## src/rtl/bus_ctrl_pkg.sv

```systemverilog
// Shared types and constants for the bus-controller front end.
package bus_ctrl_pkg;

  typedef enum logic [0:0] {
    IDLE  = 1'b0,
    GRANT = 1'b1
  } state_t;

  localparam int DATA_W   = 16;
  localparam int NREQ_MAX = 8;

  function automatic logic [NREQ_MAX-1:0] idx_to_onehot(input logic [2:0] idx);
    logic [NREQ_MAX-1:0] oh;
    oh      = '0;
    oh[idx] = 1'b1;
    return oh;
  endfunction

endpackage

```

## src/rtl/bus_arbiter_rr_pick.sv

```systemverilog
// Combinational round-robin picker: first set req bit at or above ptr, wrapping.
module rr_pick #(
  parameter int NREQ = 4
) (
  input  logic [NREQ-1:0] req,
  input  logic [2:0]      ptr,
  output logic            found,
  output logic [2:0]      idx
);

  logic [2*NREQ-1:0] w_dbl;
  logic [2*NREQ-1:0] w_masked;

  // Doubling the request vector turns the wrap-around search into a plain
  // lowest-set-bit search over bits >= ptr.
  assign w_dbl    = {req, req};
  assign w_masked = w_dbl & ({(2*NREQ){1'b1}} << ptr);

  always_comb begin
    found = 1'b0;
    idx   = '0;
    for (int i = 2*NREQ-1; i >= 0; i--) begin
      if (w_masked[i]) begin
        found = 1'b1;
        idx   = 3'(i % NREQ);
      end
    end
  end

endmodule

```

## src/rtl/bus_arbiter.sv

```systemverilog
// Round-robin burst arbiter feeding the single bus-controller data_in port.
module bus_arbiter #(
  parameter int NREQ      = 4,
  parameter int DATA_W    = 16,
  parameter int MAX_BURST = 8
) (
  input  logic                   clk,
  input  logic                   reset,
  input  logic [NREQ-1:0]        req,
  input  logic [NREQ-1:0]        last,
  input  logic [NREQ*DATA_W-1:0] data_req,
  input  logic                   ready,
  output logic [NREQ-1:0]        gnt,
  output logic [NREQ-1:0]        ack,
  output logic [DATA_W-1:0]      bus_data,
  output logic                   bus_valid,
  output logic [2:0]             grant_id,
  output logic                   busy
);
  import bus_ctrl_pkg::*;

  state_t          r_state;
  logic [NREQ-1:0] r_gnt;
  logic [2:0]      r_gid;
  logic [7:0]      r_cnt;
  logic [2:0]      r_ptr;

  logic            w_found;
  logic [2:0]      w_idx;
  logic            w_reqg;
  logic            w_lastg;
  logic            w_acc;
  logic            w_max;
  logic            w_rel;
  logic [7:0]      w_cnt_nxt;
  logic [2:0]      w_ptr_nxt;

  rr_pick #(.NREQ(NREQ)) u_pick (
    .req   (req),
    .ptr   (r_ptr),
    .found (w_found),
    .idx   (w_idx)
  );

  // r_gnt is zero outside GRANT, so masking with it selects the owner.
  assign w_reqg    = |(req & r_gnt);
  assign w_lastg   = |(last & r_gnt);
  assign ack       = req & r_gnt & {NREQ{ready}};
  assign w_acc     = |ack;
  assign w_cnt_nxt = r_cnt + 8'd1;
  assign w_max     = (w_cnt_nxt == 8'(MAX_BURST));
  assign w_rel     = (r_state == GRANT) & (~w_reqg | (w_acc & (w_lastg | w_max)));
  assign w_ptr_nxt = (r_gid == 3'(NREQ-1)) ? 3'd0 : r_gid + 3'd1;

  assign gnt       = r_gnt;
  assign grant_id  = r_gid;
  assign busy      = (r_state == GRANT);
  assign bus_valid = w_reqg;

  always_comb begin
    bus_data = '0;
    for (int i = 0; i < NREQ; i++) begin
      if (r_gnt[i] & req[i]) bus_data = data_req[i*DATA_W +: DATA_W];
    end
  end

  always_ff @(posedge clk) begin
    if (reset) begin
      r_state <= IDLE;
      r_gnt   <= '0;
      r_gid   <= '0;
      r_cnt   <= '0;
      r_ptr   <= '0;
    end else begin
      case (r_state)
        IDLE: begin
          if (w_found) begin
            r_state <= GRANT;
            r_gnt   <= NREQ'(idx_to_onehot(w_idx));
            r_gid   <= w_idx;
            r_cnt   <= '0;
          end
        end
        GRANT: begin
          if (w_rel) begin
            r_state <= IDLE;
            r_gnt   <= '0;
            r_gid   <= '0;
            r_cnt   <= '0;
            r_ptr   <= w_ptr_nxt;
          end else if (w_acc) begin
            r_cnt   <= w_cnt_nxt;
          end
        end
        default: r_state <= IDLE;
      endcase
    end
  end

endmodule

```

## config.mk

```make
export PLATFORM = sky130hd
export DESIGN_NAME = bus_arbiter
export DESIGN_NICKNAME = d
export VERILOG_FILES = /design/src/rtl/bus_ctrl_pkg.sv /design/src/rtl/bus_arbiter_rr_pick.sv /design/src/rtl/bus_arbiter.sv
export SDC_FILE = /design/constraint.sdc
export NUM_CORES = 1
export LEC_CHECK = 0
export BUFFER_PORTS_ARGS = -buffer_cell sky130_fd_sc_hd__buf_2
export CAP_MARGIN = 20
export CORE_MARGIN = 4
export CORE_UTILIZATION = 40
export DETAILED_ROUTE_END_ITERATION = 10
export GPL_TIMING_DRIVEN = 0
export PLACE_DENSITY_LB_ADDON = 0.2
export REMOVE_ABC_BUFFERS = 1
export SYNTH_ARGS = -nofsm -noshare
export SYNTH_HDL_FRONTEND = slang
export SYNTH_HIERARCHICAL = 1
export SYNTH_SLANG_ARGS = --single-unit
```

## constraint.sdc

```tcl
create_clock -name clk -period 2 [get_ports clk]
set_input_delay 0 -clock clk [delete_from_list [all_inputs] [get_ports clk]]
set_output_delay 0 -clock clk [all_outputs]
set_load 0.02 [all_outputs]
```

==> results of run 1 <==
[area by class of cell]
class / count / area share
multi-input cells: 178 / 0.542
flip-flops and latches: 19 / 0.165
well taps: 50 / 0.0270
repair buffers: 106 / 0.233
clock buffers: 3 / 0.0178
clock inverters: 1 / 0.00324
inverters: 7 / 0.0114
[registers in the layout, indices dropped and copies added (netlist names)]
signal / flops
gnt: 4
r_cnt: 8
busy: 1
r_ptr: 3
grant_id: 3
[through the flow]
step / hold WS (ps) / setup TNS, ps / cells / setup slack (ps)
after global placement: 360 / -1000 / 357 / -195
after detailed placement: 360 / -685 / 357 / -182
final: 146 / 0 / 364 / 134
after global routing: 192 / 0 / 364 / 17.6
after floorplan: 69.1 / 0 / 204 / 5.88
after CTS: 146 / 0 / 364 / 9.98
[cells in the final DEF, fill, tap and decap left out, types with 2 or more instances in the layout]
| cell type | instances |
|---|---|
| buf_2 | 103 |
| a21oi_1 | 31 |
| a22oi_1 | 18 |
| o22ai_1 | 17 |
| dfxtp_1 | 17 |
| nor2_1 | 16 |
| nand2_1 | 11 |
| nand3_1 | 8 |
| a211oi_1 | 7 |
| inv_1 | 5 |
| nand3b_1 | 5 |
| nor2b_1 | 4 |
| nand2b_1 | 4 |
| a31oi_1 | 4 |
| mux2i_1 | 3 |
| and3_1 | 3 |
| nor3_1 | 3 |
| nor3b_1 | 3 |
| clkbuf_8 | 3 |
| buf_4 | 3 |
| inv_2 | 2 |
| xor2_1 | 2 |
| o22ai_2 | 2 |
| nor3b_2 | 2 |
| o211ai_2 | 2 |
| ha_1 | 2 |
| dfxtp_2 | 2 |
[cells in the mapped netlist (all sizes together) (2+ instances only)]
library cell  count
nor2b             4
o211ai            3
dfxtp            19
ha                3
a221oi            2
mux2i             3
and3              3
nand3             9
clkbuf            7
inv               7
nand2            12
a211oi            7
o22ai            19
nor3              3
nor2             18
a21oi            31
a31oi             4
nor3b             6
buf               4
o21ai             2
xor2              2
o311ai            2
nand3b            5
a22oi            19
nand2b            4
[final timing paths]
path                                from        to  slack (ps)
worst max register to register  r_cnt[0]  r_ptr[0]         130
worst min register to register  r_cnt[0]  r_cnt[0]         510
worst min-delay path               reset  r_cnt[1]         150
worst max-delay path            r_cnt[0]  r_ptr[0]         130
[repair_timing]
| item | in CTS | in global routing |
|---|---|---|
| hold buffers | 0 | 0 |
| resized for setup | 5 | 13 |
| buffers inserted | 3 | 0 |
| pin swaps | 1 | 1 |
| endpoints found under the setup margin | 20 | 9 |
| hold endpoints to repair | 0 | 0 |
| cloned | 0 | 0 |
[per-layer routing]
| metal | GRT usage | vias up |
|---|---|---|
| li1 | - | 1045 |
| met1 | 0.265 | 931 |
| met2 | 0.349 | 90 |
| met3 | 0.0388 | 6 |
| met4 | 0.0564 | 0 |
| met5 | 0 | - |
[cells by family after synthesis]
kind of cell	count (synthesis)	share of synthesized area
AOI/OAI and AO/OA	96	0.413
xor gates and xnor gates	3	0.0205
adders and majority gates	3	0.0228
buffers and inverters	18	0.0509
DFF	19	0.231
muxes	4	0.0251
other	1	0.00228
and+or+nand+nor	71	0.234
[worst register-to-register path, cell delays in order, from the launching register on]
cell and delay [ps]:
dfxtp_2 390, ha_4 190, nand4bb_1 140, o22ai_2 220, o211ai_2 230, a221oi_4 420
mux2i_1 220
[where the power goes]
| group | leakage (nW) | switching [mW] | internal (mW) | total, mW |
|---|---|---|---|---|
| sequential | 0.155 | 0.0139 | 0.386 | 0.400 |
| combinational | 0.900 | 0.109 | 0.0989 | 0.208 |
| clock | 0.0217 | 0.140 | 0.141 | 0.280 |
==> results.py, run 1 <==
metrics = {
    "run_status": {
        "status": "completed",
    },
    "route": {
        "route.met2.wl_um": 2750,
        "antenna_left": 0,
        "drt_drc_violations_left": 0,
        "vias": 2072,
        "vias_per_cell": 5.69,
        "wire_per_inst_um": 15.8,
        "dr.pass1.iters": 4,
        "wl_um": 5750,
        "wl_met1_um": 2460,
        "route.met3.wl_um": 487,
        "top_layer_used": "met4",
        "drt_iter0_drc": 78,
    },
    "critical_path": {
        "worstPathArrival_ps": 2060,
        "end_kind": "flip-flop",
        "crit_fanout": 7,
        "crit_slowest_cell": "a221oi_4",
        "critPathBufInv": 0,
        "crit_chain": "ha_4, nand4bb_1, o22ai_2, o211ai_2, a221oi_4, mux2i_1",
        "crit_path_start_kind": "flip-flop",
        "rr_worst_depth": 6,
        "critical_path_class": "flip-flop to flip-flop",
        "critical_path.top_delay_family": "compound AO/OA/AOI/OAI gates",
        "max_stage_delay_ps": 420,
        "crit_required_ps": 2190,
        "path_depth": 6,
    },
    "floorplanning": {
        "io_pins": 104,
        "core-area_um2": 4000,
        "start_util": 0.412,
        "die_h_um": 72.2,
        "die_area_um2": 5210,
        "num_rows": 23,
        "die_w_um": 72.2,
    },
    "sta": {
        "timing.final.crit_share": 0.933,
        "setup_violations": 0,
        "hold_violations": 0,
        "period_needed_ps": 1870,
        "clock_skew_ps": 2.66,
        "fmax_ghz": 0.536,
        "slew-limit-headroom": 0.640,
        "slew_viol_final": 0,
        "tightest_slew_ps": 539,
        "rsz0062_at_grt": "no",
    },
    "grt": {
        "antenna_found_initial": 0,
        "grt_pass1_wl_um": 8890,
        "track_usage": 0.206,
        "grt_max_degree": 26,
        "grt_pass1_vias": 1902,
        "overflow": 0,
    },
    "finish": {
        "seq_area_um2": 383,
        "utilization": 0.578,
        "drive_gt1_frac": 0.430,
        "synthToLayoutAreaGrowth_pct": 40.5,
        "stdcell_area_um2": 2310,
        "nets": 393,
        "fillCellCount": 372,
        "multi_input_area_um2": 1250,
        "antennaDiodeCount": 0,
    },
    "flow_run": {
        "maxCapViolations": 0,
    },
    "clock_network": {
        "cts_buffer_depth": 2,
        "cts_buffers": 3,
        "clock_sinks": 19,
        "clkTransAtPathRegs_ps": 80,
        "ctsRootBufferMaster": "clkbuf_8",
        "clock_latency_ps": 260,
        "ctsHtreeMaxLevel": 1,
        "cts_tree": "yes",
    },
    "synthesis": {
        "ys_seq_area_frac": 0.231,
        "netlist_top_cells_area": "dfxtp_1, a21oi_1, a22oi_1",
        "synth_seq_cells": 19,
        "syn-mean-instance-area_um2": 7.66,
        "synth_top_area_frac": 0.231,
        "ys_async_sr_fraction": 0,
        "netlist_area_um2": 1650,
        "yosysWarnings": 6,
        "synth_edf_count": 0,
        "syn_inst": 215,
        "synth_flop_cell": "dfxtp_1",
        "synth_cell_types": 52,
        "synth_top_area_cell": "dfxtp_1",
    },
    "power_and_ir_drop": {
        "powerDensity_nw_per_um2": 384,
        "p_leak_nw": 1.08,
        "power_mw": 0.888,
        "vdd_drop_max_mv": 0.368,
    },
    "place": {
        "place_hpwl_um": 4260,
        "dpl_cell_area_um2": 2170,
        "gp_congestion": 0.866,
        "numPortBuffers": 103,
    },
    "worst_hold_path": {
        "hold_path_class": "input pin to flip-flop",
        "min_delay_path_depth": 2,
    },
}
Power figures use the tool's default switching activity.
==> run 2, diff against run 1 <==
--- a/config.mk
+++ b/config.mk
@@ -10,10 +10,10 @@
 export CORE_MARGIN = 4
 export CORE_UTILIZATION = 40
 export DETAILED_ROUTE_END_ITERATION = 10
+export GPL_ROUTABILITY_DRIVEN = 0
 export GPL_TIMING_DRIVEN = 0
 export PLACE_DENSITY_LB_ADDON = 0.2
 export REMOVE_ABC_BUFFERS = 1
 export SYNTH_ARGS = -nofsm -noshare
 export SYNTH_HDL_FRONTEND = slang
-export SYNTH_HIERARCHICAL = 1
 export SYNTH_SLANG_ARGS = --single-unit
==> run 2 against run 1 <==
- via count shrank 14%
- area after synthesis fell by 17%
- register-to-register slack improved by 20 ps
- total power is 8.8% higher
- cell area decreased by 14%
- clock skew fell by 1.7 ps
- fmax is 1.1% higher
- utilization rose by 5.0 points
- die area fell by 15%
- critical path type unchanged
- critical endpoint is now gnt[2]
- largest power group is now combinational cells
==> results.py, run 2 <==
metrics = {
    "run_status": {
        "status": "completed",
    },
    "clock_network": {
        "clock_sinks": 17,
        "ctsRootBufferMaster": "clkbuf_4",
        "cts_buffers": 3,
        "cts_buffer_depth": 2,
        "clkTransAtPathRegs_ps": 100,
        "ctsHtreeMaxLevel": 1,
        "clock_latency_ps": 290,
        "cts_tree": "yes",
    },
    "finish": {
        "drive_gt1_frac": 0.467,
        "largest_reg_flops": 8,
        "fillCellCount": 319,
        "multi_input_area_um2": 1010,
        "fin_cells": 316,
        "synthToLayoutAreaGrowth_pct": 45.3,
        "layout_commonest_cell": "buf_2",
        "nets": 351,
        "most-common-layout-cells": "buf_2, nor2_1, o22ai_1, a221oi_1, dfxtp_1",
        "antennaDiodeCount": 0,
        "regMostFlops": "r_cnt",
        "seq_area_um2": 345,
    },
    "place": {
        "place_ws_ps": -168,
        "place_hpwl_um": 3620,
        "place_inst": 309,
        "numPortBuffers": 102,
    },
    "sta": {
        "clock_skew_ps": 0.965,
        "tns_ps": 0,
        "fmax_ghz": 0.542,
        "timing.final.crit_share": 0.923,
        "setup_violations": 0,
        "hold_violations": 0,
        "setup_ws_ps": 154,
        "slew_viol_final": 0,
        "period_needed_ps": 1850,
        "rsz0062_at_grt": "no",
    },
    "power_and_ir_drop": {
        "sw_frac_of_total": 0.370,
        "p_clk_frac": 0.192,
        "combPwrFrac": 0.411,
        "powerDensity_nw_per_um2": 487,
        "internal-power_mw": 0.608,
        "vdd_drop_max_mv": 0.514,
        "p_leak_nw": 0.954,
        "p_seq_frac": 0.397,
        "switchingPower_mw": 0.358,
    },
    "worst_hold_path": {
        "hold_path_class": "input pin to flip-flop",
        "min_delay_path_depth": 3,
        "min_to": "r_cnt[0]",
        "hold_start": "ready",
    },
    "critical_path": {
        "critical_path_class": "flip-flop to flip-flop",
        "end_kind": "flip-flop",
        "worstPathArrival_ps": 2030,
        "crit_fanout": 18,
        "r2r_slack_ps": 150,
        "rr_endpoint": "gnt[2]",
        "worstReg2RegStart": "gnt[3]",
        "crit_path_start_kind": "flip-flop",
        "crit_required_ps": 2190,
        "rr_worst_depth": 6,
    },
    "floorplanning": {
        "io_pins": 104,
        "die_w_um": 66.4,
        "core-area_um2": 3150,
        "num_rows": 20,
        "start_util": 0.433,
        "die_h_um": 66.4,
        "die_area_um2": 4410,
    },
    "synthesis": {
        "synth_top_area_cell": "dfxtp_1",
        "netlist_area_um2": 1360,
        "synth_common_cells": "nor2_1, dfxtp_1, o22ai_1, a221oi_1, nand2_1",
        "synth_seq_cells": 17,
        "synth_cell_types": 44,
        "synth_top_area_frac": 0.250,
        "synth_most_common_cell": "nor2_1",
        "ys_seq_area_frac": 0.250,
        "synth_flop_cell": "dfxtp_1",
        "synth_edf_count": 0,
        "syn_inst": 173,
        "yosysWarnings": 0,
        "syn-mean-instance-area_um2": 7.88,
        "ys_async_sr_fraction": 0,
        "netlist_top_cells_area": "dfxtp_1, a221oi_1, o22ai_1",
    },
    "route": {
        "antenna_left": 0,
        "drt_iter0_drc": 72,
        "drt_drc_violations_left": 0,
        "wire_per_inst_um": 14.7,
        "vias_per_cell": 5.63,
        "dr.pass1.iters": 4,
        "wl_um": 4640,
        "vias": 1779,
    },
    "grt": {
        "grt_pass1_wl_um": 7220,
        "overflow": 0,
        "antenna_found_initial": 0,
        "grt_pass1_vias": 1587,
        "grt_max_degree": 20,
        "track_usage": 0.203,
    },
    "flow_run": {
        "maxCapViolations": 0,
    },
}
## run 2: worst max-delay path by stage
stage,endpoint,slack [ps],start,cells past startpoint
final,gnt[2],150,gnt[3],6
after global routing,grant_id[1],10,gnt[3],6
after CTS,r_ptr[0],9,r_cnt[0],7
after floorplan,r_cnt[4],-3,gnt[3],6
after global placement,r_cnt[2],-150,gnt[3],6
after detailed placement,r_cnt[4],-170,gnt[3],6
## run 2: stage by stage
step                area, um2  total power, mW   util  hold slack [ps]
floorplan                1310            0.610      -             69.1
global placement         1880            0.773  0.595              310
detailed placement       1880            0.776  0.595              309
CTS                      1930            0.967  0.613             47.7
global route             1980             1.03  0.629             52.6
finish                   1980            0.966  0.629             47.6
## run 2: final cells by class
type                    count  area share
multi-input cells         143       0.509
repair buffers            105       0.270
flip-flops and latches     17       0.174
well taps                  44      0.0278
clock buffers               4      0.0133
inverters                   3     0.00568
## run 2: routing by layer
| layer | wire length (um) | global-route usage | vias to the layer above | share of wire |
|---|---|---|---|---|
| met5 | 0 | 0 | - | 0 |
| met4 | 6 | 0.00508 | 0 | 0.0013 |
| met3 | 350 | 0.0578 | 2 | 0.075 |
| met2 | 2450 | 0.361 | 69 | 0.53 |
| met1 | 1840 | 0.254 | 830 | 0.40 |
| li1 | - | - | 878 | - |
## run 2: logic make-up (layout without fill, tap and decap cells)
family / count (synthesis) / after routing / share of synthesized area
AND/OR/NAND/NOR: 71 / 71 / 0.282
AO/OA/AOI/OAI: 63 / 63 / 0.354
flip-flops: 17 / 17 / 0.250
buffers and inverters: 13 / 112 / 0.0477
multiplexers: 4 / 4 / 0.0303
adder cells (fa/ha/maj): 3 / 3 / 0.0275
other: 1 / 1 / 0.00275
XOR/XNOR: 1 / 1 / 0.00642
## run 2: worst max-delay path, cell delays in order, from the launching register on
cell     delay, ps
dfxtp_2        360
nand2_4        210
nand2_8        140
o31ai_4        360
o22ai_2        170
o21ba_4        270
a22o_1         230
## run 2: power groups by stage
| stage | combinational, mW | sequential [mW] | clock (mW) |
|---|---|---|---|
| floorplan | 0.209 | 0.400 | 0 |
| global placement | 0.384 | 0.390 | 0 |
| detailed placement | 0.387 | 0.390 | 0 |
| CTS | 0.392 | 0.382 | 0.192 |
| global route | 0.437 | 0.387 | 0.208 |
| finish | 0.397 | 0.383 | 0.185 |
## run 2: repair_timing
action                     4_1_cts  5_1_grt
hold buffers                     1        0
hold endpoints to repair         1        0
setup buffers                    2        0
setup endpoints to repair       24       25
pin swaps                        1        0
resized for setup                2       13
